==> src/rtl/rect_pixel_scanner_pkg.sv <==
// Shared definitions for the rectangle pixel scanner: FSM encoding and
// default screen geometry.
package rect_pixel_scanner_pkg;

  // Sweep FSM states.
  typedef enum logic [1:0] {
    S_IDLE  = 2'd0,
    S_SCAN  = 2'd1,
    S_FLUSH = 2'd2,
    S_DONE  = 2'd3
  } state_e;

  // Visible screen size; pixels at or beyond these are clipped.
  localparam int H_MAX_DEF = 160;
  localparam int V_MAX_DEF = 120;

  // Flush counter width; ROM latency is limited to 0..4 clocks.
  localparam int ROM_LAT_MAX = 4;
  localparam int FCNT_W      = 3;

endpackage

==> src/rtl/rect_pixel_scanner_delay.sv <==
// pixel_delay_line: fixed-depth shift register carrying a valid bit and a
// payload. The clear input drops every in-flight valid bit (payload is kept).
// DEPTH=0 degenerates to a wire.
module pixel_delay_line #(
  parameter int WIDTH = 15,
  parameter int DEPTH = 1
) (
  input  logic             clk,
  input  logic             resetn,
  input  logic             clr_i,
  input  logic             vld_i,
  input  logic [WIDTH-1:0] dat_i,
  output logic             vld_o,
  output logic [WIDTH-1:0] dat_o
);

  if (DEPTH == 0) begin : g_wire
    logic unused_ok;
    assign unused_ok = clk ^ resetn ^ clr_i;
    assign vld_o     = vld_i;
    assign dat_o     = dat_i;
  end else begin : g_pipe
    logic [DEPTH-1:0]            vld_pipe_q;
    logic [DEPTH-1:0][WIDTH-1:0] dat_pipe_q;

    // Shift valid and payload one stage per clock; clear kills valids only.
    always_ff @(posedge clk) begin
      if (!resetn) begin
        vld_pipe_q <= '0;
        dat_pipe_q <= '0;
      end else begin
        for (int i = DEPTH - 1; i > 0; i--) begin
          vld_pipe_q[i] <= vld_pipe_q[i-1] && !clr_i;
          dat_pipe_q[i] <= dat_pipe_q[i-1];
        end
        vld_pipe_q[0] <= vld_i && !clr_i;
        dat_pipe_q[0] <= dat_i;
      end
    end

    assign vld_o = vld_pipe_q[DEPTH-1];
    assign dat_o = dat_pipe_q[DEPTH-1];
  end

endmodule

==> src/rtl/rect_pixel_scanner.sv <==
// rect_pixel_scanner: sweeps a latched rectangle row-major, one pixel per
// clock. addr is the undelayed linear ROM address; x/y/plot come out of a
// ROM_LAT-deep delay line so they line up with the ROM data.
module rect_pixel_scanner
  import rect_pixel_scanner_pkg::*;
#(
  parameter int X_W     = 8,
  parameter int Y_W     = 7,
  parameter int ADDR_W  = 15,
  parameter int ROM_LAT = 1,
  parameter int H_MAX   = H_MAX_DEF,
  parameter int V_MAX   = V_MAX_DEF
) (
  input  logic              clk,
  input  logic              resetn,
  input  logic              start,
  input  logic              abort,
  input  logic [X_W-1:0]    x0,
  input  logic [Y_W-1:0]    y0,
  input  logic [X_W-1:0]    w,
  input  logic [Y_W-1:0]    h,
  output logic [ADDR_W-1:0] addr,
  output logic [X_W-1:0]    x,
  output logic [Y_W-1:0]    y,
  output logic              plot,
  output logic              busy,
  output logic              done
);

  // Clip limits at the widened coordinate width so x0+col carries are seen.
  localparam logic [X_W:0] H_LIM = (X_W+1)'(H_MAX);
  localparam logic [Y_W:0] V_LIM = (Y_W+1)'(V_MAX);

  state_e              state_q, state_d;
  logic [X_W-1:0]      x0_q, x0_d, w_q, w_d, col_q, col_d;
  logic [Y_W-1:0]      y0_q, y0_d, h_q, h_d, row_q, row_d;
  logic [ADDR_W-1:0]   acnt_q, acnt_d, addr_q, addr_d;
  logic [FCNT_W-1:0]   fcnt_q, fcnt_d;
  logic                done_q, done_d;
  logic                iss_vld_q, iss_vld_d;
  logic [X_W-1:0]      iss_x_q, iss_x_d;
  logic [Y_W-1:0]      iss_y_q, iss_y_d;

  logic [X_W:0]        xi;
  logic [Y_W:0]        yi;
  logic                in_scan, plot_qual, col_end, last_px, kill;
  logic                dl_vld;
  logic [X_W+Y_W-1:0]  dl_dat;
  logic [X_W-1:0]      xh_q;
  logic [Y_W-1:0]      yh_q;

  // Screen coordinate of the pixel being issued this cycle.
  assign xi        = {1'b0, x0_q} + {1'b0, col_q};
  assign yi        = {1'b0, y0_q} + {1'b0, row_q};
  assign in_scan   = (state_q == S_SCAN);
  assign plot_qual = in_scan && (xi < H_LIM) && (yi < V_LIM);
  assign col_end   = (col_q == w_q - X_W'(1));
  assign last_px   = col_end && (row_q == h_q - Y_W'(1));
  assign kill      = abort && ((state_q == S_SCAN) || (state_q == S_FLUSH));

  // Next-state, counter and issue-stage logic for the sweep FSM.
  always_comb begin
    state_d   = state_q;
    x0_d      = x0_q;
    y0_d      = y0_q;
    w_d       = w_q;
    h_d       = h_q;
    col_d     = col_q;
    row_d     = row_q;
    acnt_d    = acnt_q;
    addr_d    = addr_q;
    fcnt_d    = fcnt_q;
    done_d    = 1'b0;
    iss_vld_d = 1'b0;
    iss_x_d   = iss_x_q;
    iss_y_d   = iss_y_q;
    case (state_q)
      S_IDLE: begin
        // abort beats start when both arrive in IDLE
        if (start && !abort) begin
          x0_d   = x0;
          y0_d   = y0;
          w_d    = w;
          h_d    = h;
          col_d  = '0;
          row_d  = '0;
          acnt_d = '0;
          state_d = ((w == '0) || (h == '0)) ? S_DONE : S_SCAN;
        end
      end
      S_SCAN: begin
        if (abort) begin
          state_d = S_IDLE;
        end else begin
          // Clipped pixels still advance addr so ROM stays in step.
          addr_d    = acnt_q;
          iss_vld_d = plot_qual;
          iss_x_d   = xi[X_W-1:0];
          iss_y_d   = yi[Y_W-1:0];
          acnt_d    = acnt_q + ADDR_W'(1);
          if (col_end) begin
            col_d = '0;
            row_d = row_q + Y_W'(1);
          end else begin
            col_d = col_q + X_W'(1);
          end
          if (last_px) begin
            fcnt_d  = '0;
            state_d = (ROM_LAT == 0) ? S_DONE : S_FLUSH;
          end
        end
      end
      S_FLUSH: begin
        if (abort) begin
          state_d = S_IDLE;
        end else if (fcnt_q == FCNT_W'(ROM_LAT - 1)) begin
          state_d = S_DONE;
        end else begin
          fcnt_d = fcnt_q + FCNT_W'(1);
        end
      end
      S_DONE: begin
        done_d  = 1'b1;
        state_d = S_IDLE;
      end
      default: state_d = S_IDLE;
    endcase
  end

  // FSM, rectangle, counters and issue-stage registers.
  always_ff @(posedge clk) begin
    if (!resetn) begin
      state_q   <= S_IDLE;
      x0_q      <= '0;
      y0_q      <= '0;
      w_q       <= '0;
      h_q       <= '0;
      col_q     <= '0;
      row_q     <= '0;
      acnt_q    <= '0;
      addr_q    <= '0;
      fcnt_q    <= '0;
      done_q    <= 1'b0;
      iss_vld_q <= 1'b0;
      iss_x_q   <= '0;
      iss_y_q   <= '0;
    end else begin
      state_q   <= state_d;
      x0_q      <= x0_d;
      y0_q      <= y0_d;
      w_q       <= w_d;
      h_q       <= h_d;
      col_q     <= col_d;
      row_q     <= row_d;
      acnt_q    <= acnt_d;
      addr_q    <= addr_d;
      fcnt_q    <= fcnt_d;
      done_q    <= done_d;
      iss_vld_q <= iss_vld_d;
      iss_x_q   <= iss_x_d;
      iss_y_q   <= iss_y_d;
    end
  end

  pixel_delay_line #(
    .WIDTH (X_W + Y_W),
    .DEPTH (ROM_LAT)
  ) u_dly (
    .clk    (clk),
    .resetn (resetn),
    .clr_i  (kill),
    .vld_i  (iss_vld_q),
    .dat_i  ({iss_x_q, iss_y_q}),
    .vld_o  (dl_vld),
    .dat_o  (dl_dat)
  );

  // Remember the last plotted coordinate so x/y hold while plot is low.
  always_ff @(posedge clk) begin
    if (!resetn) begin
      xh_q <= '0;
      yh_q <= '0;
    end else if (dl_vld) begin
      xh_q <= dl_dat[X_W+Y_W-1:Y_W];
      yh_q <= dl_dat[Y_W-1:0];
    end
  end

  assign addr = addr_q;
  assign plot = dl_vld;
  assign x    = dl_vld ? dl_dat[X_W+Y_W-1:Y_W] : xh_q;
  assign y    = dl_vld ? dl_dat[Y_W-1:0]       : yh_q;
  assign busy = (state_q != S_IDLE);
  assign done = done_q;

endmodule

==> config.mk <==
export PLATFORM = sky130hd
export DESIGN_NAME = rect_pixel_scanner
export DESIGN_NICKNAME = d
export VERILOG_FILES = /design/src/rtl/rect_pixel_scanner_pkg.sv /design/src/rtl/rect_pixel_scanner_delay.sv /design/src/rtl/rect_pixel_scanner.sv
export SDC_FILE = /design/constraint.sdc
export NUM_CORES = 1
export LEC_CHECK = 0
export BUFFER_PORTS_ARGS = -buffer_cell sky130_fd_sc_hd__buf_2
export CORE_ASPECT_RATIO = 0.9
export CORE_UTILIZATION = 55
export CTS_CLUSTER_SIZE = 25
export DETAILED_ROUTE_END_ITERATION = 7
export PLACE_DENSITY = 0.76
export SETUP_SLACK_MARGIN = 0.2
export SYNTH_ARGS = -nofsm -noshare
export SYNTH_HDL_FRONTEND = slang
export SYNTH_SLANG_ARGS = --single-unit
==> constraint.sdc <==
create_clock -name clk -period 3.8 [get_ports clk]
set_clock_uncertainty 0.05 [all_clocks]
set_input_delay 0.38 -clock clk [delete_from_list [all_inputs] [get_ports clk]]
set_output_delay 0.38 -clock clk [all_outputs]
set_load 0.005 [all_outputs]
# Yosys cells after proc, flatten, opt, wreduce, memory -nomap -nowiden
# Index checks and enable logic that the tools add are counted.
# W data, S select, Z words.
# totals
ff_bits	128
input_bits	34
output_inout_bits	33
wordCells	94
# op_classes
n_addsub	8
order_cmp	2
eq_ne	13
muxes	26
bitwise	3
n_reduce_logical	24
# ops
op	count
$mux W8	4
$mux W15	2
$pmux W15 S2	1
$mux W7	4
$pmux W8 S2	1
$add A15 B1 Y15 const B	1
$pmux W7 S2	1
$mux W2	6
$mux W3	4
$add A8 B8 Y9	1
$lt A9 B8 Y1 const B	1
$add A7 B7 Y8	1
$add A8 B1 Y8 const B	1
$eq A8 B8 Y1	1
$logic_not A8 Y1	1
$lt A8 B7 Y1 const B	1
$ne A2 B2 Y1 const B	4
$pmux W2 S4	1
$sub A8 B1 Y8 const B	1
$add A7 B1 Y7 const B	1
$eq A7 B7 Y1	1
$logic_not A7 Y1	1
$sub A7 B1 Y7 const B	1
$logic_and A1 B1 Y1	6
18 further kinds	29

# Logic depth before layout (Yosys ltp)
# Gate-level depths: netlist of the first run.
# logic_depth
word_depth	6
ltp_mapped	12
depth_no_buf	9

# Modules after synthesis
# From an unflattened synthesis of the first run, not the netlist that was laid out.
# unflattened
hier_cells	685
area_unflattened_um2	6049.6
# modules_own_cells
mod	n_inst	cells_each	area_each_um2
rect_pixel_scanner	1	652	5600.4
pixel_delay_line	1	33	449.2

# Least setup slack after synthesis of the first run
# Ideal clock, no wire load.
# synth_timing
path_type	register to register
startpoint	reg w_q[0]
endpoint	reg row_q[5]
setup_ns	0.141
t_arrival_ns	2.423
t_required_ns	3.609
path_slack_ns	1.186
stages_incl_launch_ff	13
path_buffers	3
cell_sequence	dfxtp_1 > clkbuf_1 > inv_1 > ha_1 > buf_2 > or3_1 > and3b_1 > a311o_1 > o2111a_1 > o211ai_2 > buf_6 > o41ai_1 > a21oi_1
# synth_between
elab_chain_cells	4
# synth_lines
element	line	rtl
start: declaration	rect_pixel_scanner.sv:35	logic [X_W-1:0] x0_q, x0_d, w_q, w_d, col_q, col_d;
start signal: assignment	rect_pixel_scanner.sv:151	w_q <= w_d;
$sub A8 B1 Y8	rect_pixel_scanner.sv:57	assign col_end = (col_q == w_q - X_W'(1));
$eq A8 B8 Y1	rect_pixel_scanner.sv:57	
$ne A2 B1 Y1 (no source line)	n/a	
$reduce_and A4 Y1 (no source line)	n/a	
end signal: assignment	rect_pixel_scanner.sv:154	row_q <= row_d;
end: declaration	rect_pixel_scanner.sv:36	logic [Y_W-1:0] y0_q, y0_d, h_q, h_d, row_q, row_d;
# No other way between the ends.
# A chain may end at the register's enable or synchronous reset.

# Worst setup path in the final report of the first run
# layout_timing
startpoint	reg state_q[1]
endpoint	reg row_q[3]
# layout_between
elab_chain_cells	3
word_cells_on_any_way	8
cone_classes	eq/ne: 4; mux: 1; reduce/logical: 3
# layout_lines
element	line	rtl
start: declaration	rect_pixel_scanner.sv:34	state_e state_q, state_d;
start signal: assignment	rect_pixel_scanner.sv:148	state_q <= state_d;
$eq A2 B1 Y1 or $logic_not A2 Y1 (tied branches)	rect_pixel_scanner.sv:77	case (state_q)
$ne A2 B1 Y1 (no source line) (tied with other cells)	n/a	
$reduce_and A4 Y1 (no source line)	n/a	
# Parallel ways exist; a longest one is shown, timed or not.

==> results of run 1 <==
worst max-delay path by stage:
stage,slack (ps),from,cells after the start,to
4_1_cts,860,state_q[1]$_SDFFE_PN0P_,7,row_q[3]$_SDFFE_PN0P_
2_1_floorplan,1190,w_q[0]$_SDFFE_PN0P_,12,row_q[5]$_SDFFE_PN0P_
6_report,800,state_q[1]$_SDFFE_PN0P_,7,row_q[3]$_SDFFE_PN0P_
3_5_place_dp,910,state_q[1]$_SDFFE_PN0P_,7,row_q[3]$_SDFFE_PN0P_
5_1_grt,550,state_q[1]$_SDFFE_PN0P_,7,row_q[6]$_SDFFE_PN0P_
3_3_place_gp,1050,state_q[1]$_SDFFE_PN0P_,7,row_q[5]$_SDFFE_PN0P_
sequential cells by signal, summed over array words and instances (netlist names):
register / count
h_q: 7
u_dly.dat_o: 15
x0_q: 8
done: 1
fcnt_q: 3
xh_q: 8
yh_q: 7
w_q: 8
iss_vld_q: 1
addr: 15
acnt_q: 15
iss_x_q: 8
u_dly.vld_o: 1
state_q: 2
iss_y_q: 7
y0_q: 7
col_q: 8
row_q: 7
metrics by stage:
stage | instance area (um^2) | hold WS [ps] | setup WS, ps | util [%] | std cells
3_3_place_gp | 6302 | 369.0 | 1054 | 60.98 | 847
6_report | 6945 | 145.9 | 802.6 | 67.20 | 879
4_1_cts | 6945 | 141.5 | 864.8 | 67.20 | 879
3_5_place_dp | 6302 | 376.0 | 907.8 | 60.98 | 847
2_1_floorplan | 5919 | 356.8 | 1186 | - | 682
5_1_grt | 6945 | 148.0 | 545.3 | 67.20 | 879
where the power goes:
group	total [mW]	internal, mW	leakage, nW	switching (mW)
sequential	1.41	1.38	1.03	0.0350
combinational	0.312	0.118	1.51	0.195
clock	1.76	1.16	0.306	0.596
total	3.48	2.66	2.85	0.825
layer usage:
metal | GRT usage, % | up-vias | part of all wire (%)
li1 | - | 2440 | -
met1 | 32.04 | 2294 | 45
met2 | 42.84 | 125 | 48
met3 | 7.065 | 14 | 5.6
met4 | 7.900 | 0 | 1.0
met5 | 0 | - | 0
cell families after synthesis:
logic type,count (synthesis),synth area share [%]
multiplexers,20,3.720
XOR/XNOR,50,7.398
flip-flops,128,43.29
AO/OA/AOI/OAI,135,13.93
AND/OR/NAND/NOR,269,21.83
adder cells (fa/ha/maj),28,6.172
buffers and inverters,52,3.657
cells in the final DEF, fill, tap and decap left out, types with 4 or more instances in the layout:
cell / Yosys / layout
nand2_1: 135 / 135
dfxtp_1: 128 / 128
a21oi_1: 78 / 78
buf_2: 2 / 66
nor2_1: 36 / 35
and2_1: 34 / 34
xnor2_1: 27 / 27
ha_1: 26 / 26
xor2_1: 23 / 23
clkbuf_16: 0 / 17
mux2_2: 16 / 16
inv_1: 16 / 15
o21ai_0: 9 / 9
nand3_1: 9 / 9
nand4_1: 7 / 7
buf_4: 1 / 6
nor2b_1: 5 / 5
o21bai_1: 5 / 5
a211oi_1: 5 / 5
or3_1: 5 / 5
or4_1: 5 / 5
a21o_1: 5 / 5
bufinv_16: 0 / 5
nor3_1: 4 / 4
mux2i_1: 4 / 4
o41ai_1: 4 / 4
and3_1: 4 / 4
and4_1: 4 / 4
worst max-delay path, delay by kind of cell (launching register included):
family	cells	cell delay, ps
AO/OA/AOI/OAI	2	610
AND/OR/NAND/NOR	2	1210
flip-flops	1	340
multiplexers	1	190
adder cells (fa/ha/maj)	1	440
buffers and inverters	1	80
cell type report:
cell class,instances,share of cell area [%]
timing repair buffer,72,5.404
clock buffer,18,6.179
tap,129,2.324
clock inverter,14,3.081
sequential,128,36.89
multi-input combinational,502,45.25
inverter,16,0.8647
==> impl_metrics.env, run 1 <==
export IMPL_std_cell_rows=35
export IMPL_max_freq_ghz=0.3336
export IMPL_synth_most_common_cell="nand2_1"
export IMPL_vias=4873
export IMPL_cts_buffers=17
export IMPL_hp_start="x0[6]"
export IMPL_yosys_warnings=0
export IMPL_initial_core_util_pct=57.28
export IMPL_path_class="register to register"
export IMPL_worst_slew_pin_slew_ps=1156
export IMPL_multi_input_area_um2=3143
export IMPL_violations="design-rule violations"
export IMPL_finalHoldViolations=0
export IMPL_fin_crit_ps=2997
export IMPL_ff2ff_path_depth=7
export IMPL_synthArstFlopShare_pct=0
export IMPL_critPathArrivalTime_ps=3280
export IMPL_drive_above_1_share_pct=17.47
export IMPL_yosysSeqAreaShare_pct=43.29
export IMPL_slowest_stage="nor2_1"
export IMPL_final_seq_area_um2=2562
export IMPL_synth_commonest_cells="nand2_1 (135), dfxtp_1 (128), a21oi_1 (78)"
export IMPL_grt_pass1_vias=4613
export IMPL_hold_depth=3
export IMPL_crit_fanout=14
export IMPL_status="finished, violations left"
export IMPL_antenna_cells=0
export IMPL_r2r_start="state_q[1]$_SDFFE_PN0P_"
export IMPL_finalSetupViolCount=0
export IMPL_critPathMaxStageDelay_ps=610
export IMPL_cts_resized=0
export IMPL_slew_viol_final=0
export IMPL_power_density_nw_per_um2=501.4
export IMPL_cp_start_kind="register"
export IMPL_synth_cell_type_count=60
export IMPL_relSlewSlack_pct=22.95
export IMPL_die_area_um2=11180
export IMPL_pin_count=67
export IMPL_core_um2=10330
export IMPL_r2r_end="row_q[3]$_SDFFE_PN0P_"
export IMPL_syn2layout_area_growth_pct=17.33
export IMPL_peakVddDrop_uv=384.4
export IMPL_yosys_area_top_type_share_pct=43.29
export IMPL_timing_final_crit_share_pct=78.88
export IMPL_drt_iter0_markers=325
export IMPL_synth_ff_type="dfxtp_1"
export IMPL_dr_pass1_iters=8
export IMPL_drc_errors=12
export IMPL_vias_per_cell=5.544
export IMPL_fp_dieW_um=111.4
export IMPL_ant_nets=0
export IMPL_drv_cap=0
export IMPL_track_usage_pct=25.50
export IMPL_worstHoldEndpoint="x0_q[6]$_SDFFE_PN0P_"
export IMPL_synth_area_um2=5919
export IMPL_tns_ps=0
export IMPL_hold_buffers=0
export IMPL_required_ps=4090
export IMPL_p_leak_nw=2.847
export IMPL_cts_htree_levels=4
export IMPL_hold_class="input pin to register"
export IMPL_grt_start_max_net_pins=65
export IMPL_power_mw=3.482
export IMPL_cts_tree="built"
export IMPL_yosys_area_top_type="dfxtp_1"
export IMPL_ff2ff_setup_slack_ps=800
export IMPL_numPortBuffers=66
export IMPL_syn_num_nets=744
export IMPL_path_cells="inv_1, ha_1, mux2i_1, nor2_1, o211ai_2, or4_1, a21oi_1"
export IMPL_dp_hpwl_mm=9.183
export IMPL_cts_setup_buffers=0
export IMPL_clockBufferDepth=2
export IMPL_synth_edf_count=0
export IMPL_grt_pass1_wl_mm=22.40
export IMPL_gp_congestion=0.9145
export IMPL_dieHeight_um=100.4
export IMPL_nets=799
export IMPL_path_clk_slew_ps=60
export IMPL_worstSkewPairLatency_ps=420
export IMPL_antenna_found_initial=0
export IMPL_netlist_instances=682
export IMPL_clock_sinks=128
export IMPL_crit_path_end_kind="register"
export IMPL_synth_seq_cells=128
export IMPL_wirelength_mm=13.30
export IMPL_cts_root_buf="clkbuf_16"
export IMPL_wl_per_cell_um=15.13
export IMPL_gr_total_overflow=0
export IMPL_rsz0062_at_grt="no"
export IMPL_nFillCells=815
export IMPL_syn_mean_instance_area_um2=8.680
export IMPL_synthTopCellsByArea="dfxtp_1 (43%), nand2_1 (8.6%), a21oi_1 (6.6%), ha_1 (5.5%), xnor2_1 (4.0%)"
Power figures use the tool's default switching activity.
==> run 2: changes to the inputs <==
Settings changed: ABC_AREA set to 1, PLACE_DENSITY 0.76 to 0.75.
Clock period 3.8 ns to 2.8 ns, I/O delays scaled along.
==> impl_metrics.env, run 2 <==
export IMPL_numPortBuffers=66
export IMPL_wl_per_cell_um=13.53
export IMPL_place_area_um2=6591
export IMPL_finalSetupViolCount=0
export IMPL_syn2layout_area_growth_pct=16.99
export IMPL_antenna_found_initial=0
export IMPL_synth_cell_type_count=41
export IMPL_syn_num_nets=899
export IMPL_power_density_nw_per_um2=861.1
export IMPL_ant_nets=0
export IMPL_vias=5555
export IMPL_vias_per_cell=5.226
export IMPL_die_area_um2=11610
export IMPL_fin_area_um2=7193
export IMPL_clock_sinks=128
export IMPL_hold_buffers=0
export IMPL_hold_class="input pin to register"
export IMPL_synth_most_common_cell="nand2_1"
export IMPL_antenna_cells=0
export IMPL_cts_htree_levels=4
export IMPL_p_leak_nw=3.419
export IMPL_grt_pass1_vias=5090
export IMPL_peakVddDrop_uv=540.7
export IMPL_synth_edf_count=0
export IMPL_synth_commonest_cells="nand2_1 (176), dfxtp_1 (128), nor2_1 (116)"
export IMPL_synth_area_mux_share_pct=0
export IMPL_crit_fanout=6
export IMPL_synth_ff_type="dfxtp_1"
export IMPL_drc_errors=0
export IMPL_synth_seq_cells=128
export IMPL_drv_cap=0
export IMPL_yosys_area_top_type="dfxtp_1"
export IMPL_pin_count=67
export IMPL_grt_start_max_net_pins=79
export IMPL_cts_root_buf="clkbuf_16"
export IMPL_yosysSeqAreaShare_pct=41.68
export IMPL_yosys_warnings=0
export IMPL_whs_ps=35.65
export IMPL_dr_pass1_iters=5
export IMPL_fin_crit_ps=2309
export IMPL_drt_iter0_markers=346
export IMPL_layout_common_cells="nand2_1 (176), dfxtp_1 (128), nor2_1 (116)"
export IMPL_slew_viol_final=0
export IMPL_gp_congestion=0.8540
export IMPL_cts_setup_buffers=0
export IMPL_power_mw=6.194
export IMPL_synth_area_um2=6148
export IMPL_max_freq_ghz=0.4331
export IMPL_timing_final_crit_share_pct=82.47
export IMPL_worst_slew_pin_slew_ps=1093
export IMPL_dp_hpwl_mm=10.31
export IMPL_final_common_cell="nand2_1"
export IMPL_ff2ff_setup_slack_ps=490
export IMPL_synth_compound_area_share_pct=13.13
export IMPL_track_usage_pct=26.16
export IMPL_critPathArrivalTime_ps=2570
export IMPL_relSlewSlack_pct=27.04
export IMPL_nets=960
export IMPL_cts_buffers=17
export IMPL_cts_tree="built"
export IMPL_synth_xor_area_share_pct=4.986
export IMPL_netlist_instances=837
export IMPL_wirelength_mm=14.38
export IMPL_cts_resized=0
export IMPL_gr_total_overflow=0
export IMPL_path_class="register to register"
export IMPL_clockBufferDepth=2
export IMPL_synthArstFlopShare_pct=0
export IMPL_final_util_pct=66.26
export IMPL_worstSkewPairLatency_ps=420
export IMPL_dieHeight_um=102.3
export IMPL_core_um2=10860
export IMPL_synth_adder_area_share_pct=5.942
export IMPL_std_cell_rows=36
export IMPL_initial_core_util_pct=56.64
export IMPL_cp_start_kind="register"
export IMPL_fp_dieW_um=113.5
export IMPL_tns_ps=0
export IMPL_drive_above_1_share_pct=14.93
export IMPL_finalHoldViolations=0
export IMPL_synth_simple_gate_area_share_pct=26.84
export IMPL_status="finished, final reports clean"
export IMPL_crit_path_end_kind="register"
export IMPL_syn_mean_instance_area_um2=7.346
export IMPL_yosys_area_top_type_share_pct=41.68
export IMPL_synthTopCellsByArea="dfxtp_1 (42%), nand2_1 (11%), nor2_1 (7.1%), a21oi_1 (6.2%), ha_1 (5.3%)"
export IMPL_synth_top_family_by_area="simple AND/OR/NAND/NOR gates"
export IMPL_rsz0062_at_grt="no"
export IMPL_required_ps=3070
export IMPL_grt_pass1_wl_mm=23.53
export IMPL_path_clk_slew_ps=60
-- run 2: cell types whose count changed after synthesis, sizes merged, moves of 16 or more --
| cell | delta |
|---|---|
| inv | +66 |
| nand3 | +29 |
| nand2 | +50 |
| o21ai | +59 |
| and2 | -34 |
| nor2 | +84 |
| mux2 | -16 |
-- run 2: cell type report --
type / count / area, um^2
multi-input combinational: 594 / 3137
clock buffer: 22 / 464.2
inverter: 85 / 329.1
timing repair buffer: 72 / 375.4
tap: 152 / 190.2
clock inverter: 10 / 135.1
sequential: 128 / 2562
fill: 929 / 3662
-- run 2: critical path, stage by stage, from the launching register on --
cell and delay (ps):
dfxtp_1 370, ha_1 240, fa_1 410, nand3_1 110, nand3_1 120, nand2_1 80
nand2_1 50, a21oi_1 200, xor2_1 310, nand2_1 110, o211ai_1 90, inv_1 50
-- run 2: per-layer routing --
metal | routed length [um] | part of all wire [%] | GRT usage, % | vias to the layer above
li1 | - | - | - | 2814
met1 | 6303 | 44 | 32.04 | 2563
met2 | 6979 | 49 | 43.70 | 155
met3 | 859 | 6.0 | 7.295 | 23
met4 | 235 | 1.6 | 10.93 | 0
met5 | 0 | 0 | 0 | -
-- run 2: cells by family after synthesis --
family	after synthesis
AOI/OAI and AO/OA	154
xor gates and xnor gates	35
adders and majority gates	28
buffers and inverters	115
DFF	128
and+or+nand+nor	377
-- run 2: per-stage QoR --
stage | worst slack [ps] | instances
finish | 490.9 | 1063
CTS | 421.7 | 1063
global placement | 550.5 | 1031
detailed placement | 436.9 | 1031
global route | 280.1 | 1063
floorplan | 876.4 | 837
-- run 2: path summary, 6_finish.rpt --
check	end	from	depth (start not counted)
setup / recovery	iss_x_q[6]$_SDFFE_PN0P_	col_q[0]$_SDFFE_PN0P_	11
hold / removal	y0_q[4]$_SDFFE_PN0P_	y0[4]	3
setup reg to reg	iss_x_q[6]$_SDFFE_PN0P_	col_q[0]$_SDFFE_PN0P_	11
hold reg to reg	u_dly.dat_o[5]$_SDFF_PN0_	iss_y_q[5]$_SDFFE_PN0P_	2
-- run 2: power by group --
group / internal (mW) / total (mW) / leakage [nW] / switching [mW]
clock network: 1.44 / 2.24 / 0.294 / 0.794
logic: 0.592 / 1.70 / 2.08 / 1.10
registers: 2.08 / 2.26 / 1.04 / 0.183
==> run 3: changes to the inputs <==
Clock period 2.8 ns to 2.3 ns, I/O delays scaled along.
==> impl_metrics.env, run 3 (synthesized netlist as in run 2, its figures left out) <==
export IMPL_status="finished, final reports clean"
export IMPL_antenna_cells=0
export IMPL_numPortBuffers=66
export IMPL_wl_per_cell_um=13.57
export IMPL_crit_path_end_kind="register"
export IMPL_tns_ps=0
export IMPL_drt_iter0_markers=330
export IMPL_antenna_found_initial=0
export IMPL_path_clk_slew_ps=60
export IMPL_crit_fanout=7
export IMPL_dieHeight_um=102.3
export IMPL_finalHoldViolations=0
export IMPL_worstSkewPairLatency_ps=420
export IMPL_dp_hpwl_mm=10.22
export IMPL_fin_crit_ps=2010
export IMPL_vias=5648
export IMPL_fp_dieW_um=113.5
export IMPL_dr_pass1_iters=5
export IMPL_dr_wl_met3_um=733
export IMPL_grt_pass1_vias=5164
export IMPL_max_freq_ghz=0.4975
export IMPL_cts_tree="built"
export IMPL_highest_layer="met4"
export IMPL_syn2layout_area_growth_pct=22.22
export IMPL_wl_met2_mm=7.031
export IMPL_gr_total_overflow=0
export IMPL_cts_htree_levels=4
export IMPL_critPathArrivalTime_ps=2310
export IMPL_finalSetupViolCount=0
export IMPL_placed_cells=1036
export IMPL_timing_final_crit_share_pct=87.40
export IMPL_cts_root_buf="clkbuf_16"
export IMPL_r2r_start="w_q[0]$_SDFFE_PN0P_"
export IMPL_ant_nets=0
export IMPL_gp_congestion=0.9196
export IMPL_drive_above_1_share_pct=18.34
export IMPL_drv_cap=0
export IMPL_die_area_um2=11610
export IMPL_track_usage_pct=26.07
export IMPL_relSlewSlack_pct=56.18
export IMPL_post_layout_nonfiller_instances=1090
export IMPL_rsz0062_at_grt="yes"
export IMPL_layout_common_cells="nand2_1 (174), dfxtp_1 (124), nor2_1 (115)"
export IMPL_wirelength_mm=14.79
export IMPL_drc_errors=0
export IMPL_clockBufferDepth=2
export IMPL_grt_pass1_wl_mm=23.49
export IMPL_nets=988
export IMPL_worst_slew_pin_slew_ps=657.4
export IMPL_hp_start="h[6]"
export IMPL_pin_count=67
export IMPL_std_cell_rows=36
export IMPL_slew_viol_final=0
export IMPL_initial_core_util_pct=56.64
export IMPL_cts_buffers=17
export IMPL_final_util_pct=69.23
export IMPL_cp_start_kind="register"
export IMPL_final_common_cell="nand2_1"
export IMPL_vias_per_cell=5.182
export IMPL_whs_ps=5.298
export IMPL_clock_sinks=128
export IMPL_hold_class="input pin to register"
export IMPL_wl_met1_mm=6.782
export IMPL_power_density_nw_per_um2=1043
export IMPL_peakVddDrop_uv=627.3
export IMPL_p_leak_nw=3.537
export IMPL_cp_startpoint="w_q[0]$_SDFFE_PN0P_"
export IMPL_grt_start_max_net_pins=79
export IMPL_path_class="register to register"
export IMPL_core_um2=10860
export IMPL_required_ps=2600
==> run 3: cell types whose count changed in the layout (fill, tap and decap cells not counted), moves of 3 or more <==
cell	before	now
dfxtp_1	128	124
ha_1	25	21
ha_4	0	3
dfxtp_2	0	4
clkinvlp_4	1	5
clkbuf_1	3	0
dlygate4sd3_1	0	11
buf_4	6	21
==> run 3: worst max-delay path, cell delays in order (launching register included) <==
cell,delay [ps]
dfxtp_1,380
inv_2,90
buf_4,150
buf_4,130
nand2_2,70
inv_2,40
nand2_1,50
nand2_1,40
nand2_1,70
nand4_1,140
nor2_4,240
nor2_1,100
nor2_4,180
nand2_1,80
a21oi_1,120
==> run 3: layout make-up <==
cell class / instances / area (um^2)
flip-flops and latches: 128 / 2567
clock buffers: 17 / 425.4
fillers: 899 / 3341
inverters: 85 / 335.3
clock inverters: 14 / 167.7
repair inverters: 1 / 7.507
repair buffers: 99 / 618.1
multi-input cells: 594 / 3203
well taps: 152 / 190.2
==> run 3: per-stage QoR <==
step | setup WS, ps | power (mW) | area (um^2)
2_1_floorplan | 376.4 | 4.308 | 6148
3_3_place_gp | 250.9 | 4.821 | 6641
3_5_place_dp | 200.8 | 4.923 | 6641
4_1_cts | 213.7 | 7.644 | 7347
5_1_grt | 173.1 | 8.280 | 7515
6_report | 289.9 | 7.839 | 7515
==> run 3: final timing paths <==
path	depth (start not counted)	to	slack, ps
worst max-delay path	14	row_q[3]$_SDFFE_PN0P_	290
worst min-delay path	3	h_q[6]$_SDFFE_PN0P_	5
worst max register to register	14	row_q[3]$_SDFFE_PN0P_	290
worst min register to register	2	u_dly.dat_o[9]$_SDFF_PN0_	370
==> run 3: layer usage <==
metal	up-vias	GRT usage [%]
li1	2876	-
met1	2619	32.25
met2	127	43.70
met3	26	7.295
met4	0	9.717
met5	-	0
==> run 3: what timing repair did <==
item,4_1_cts,5_1_grt
buffers inserted,0,11
hold buffers,11,0
pin swaps,0,6
gates cloned,0,1
endpoints found under the hold margin,11,0
setup endpoints to repair,3,52
gates resized for setup,1,23
==> run 3: report_power, final <==
part | total [mW] | internal, mW | switching (mW) | leakage, nW
logic | 2.38 | 0.909 | 1.47 | 2.21
registers | 2.77 | 2.54 | 0.230 | 1.04
clock network | 2.69 | 1.69 | 1.00 | 0.285
total | 7.84 | 5.14 | 2.70 | 3.54
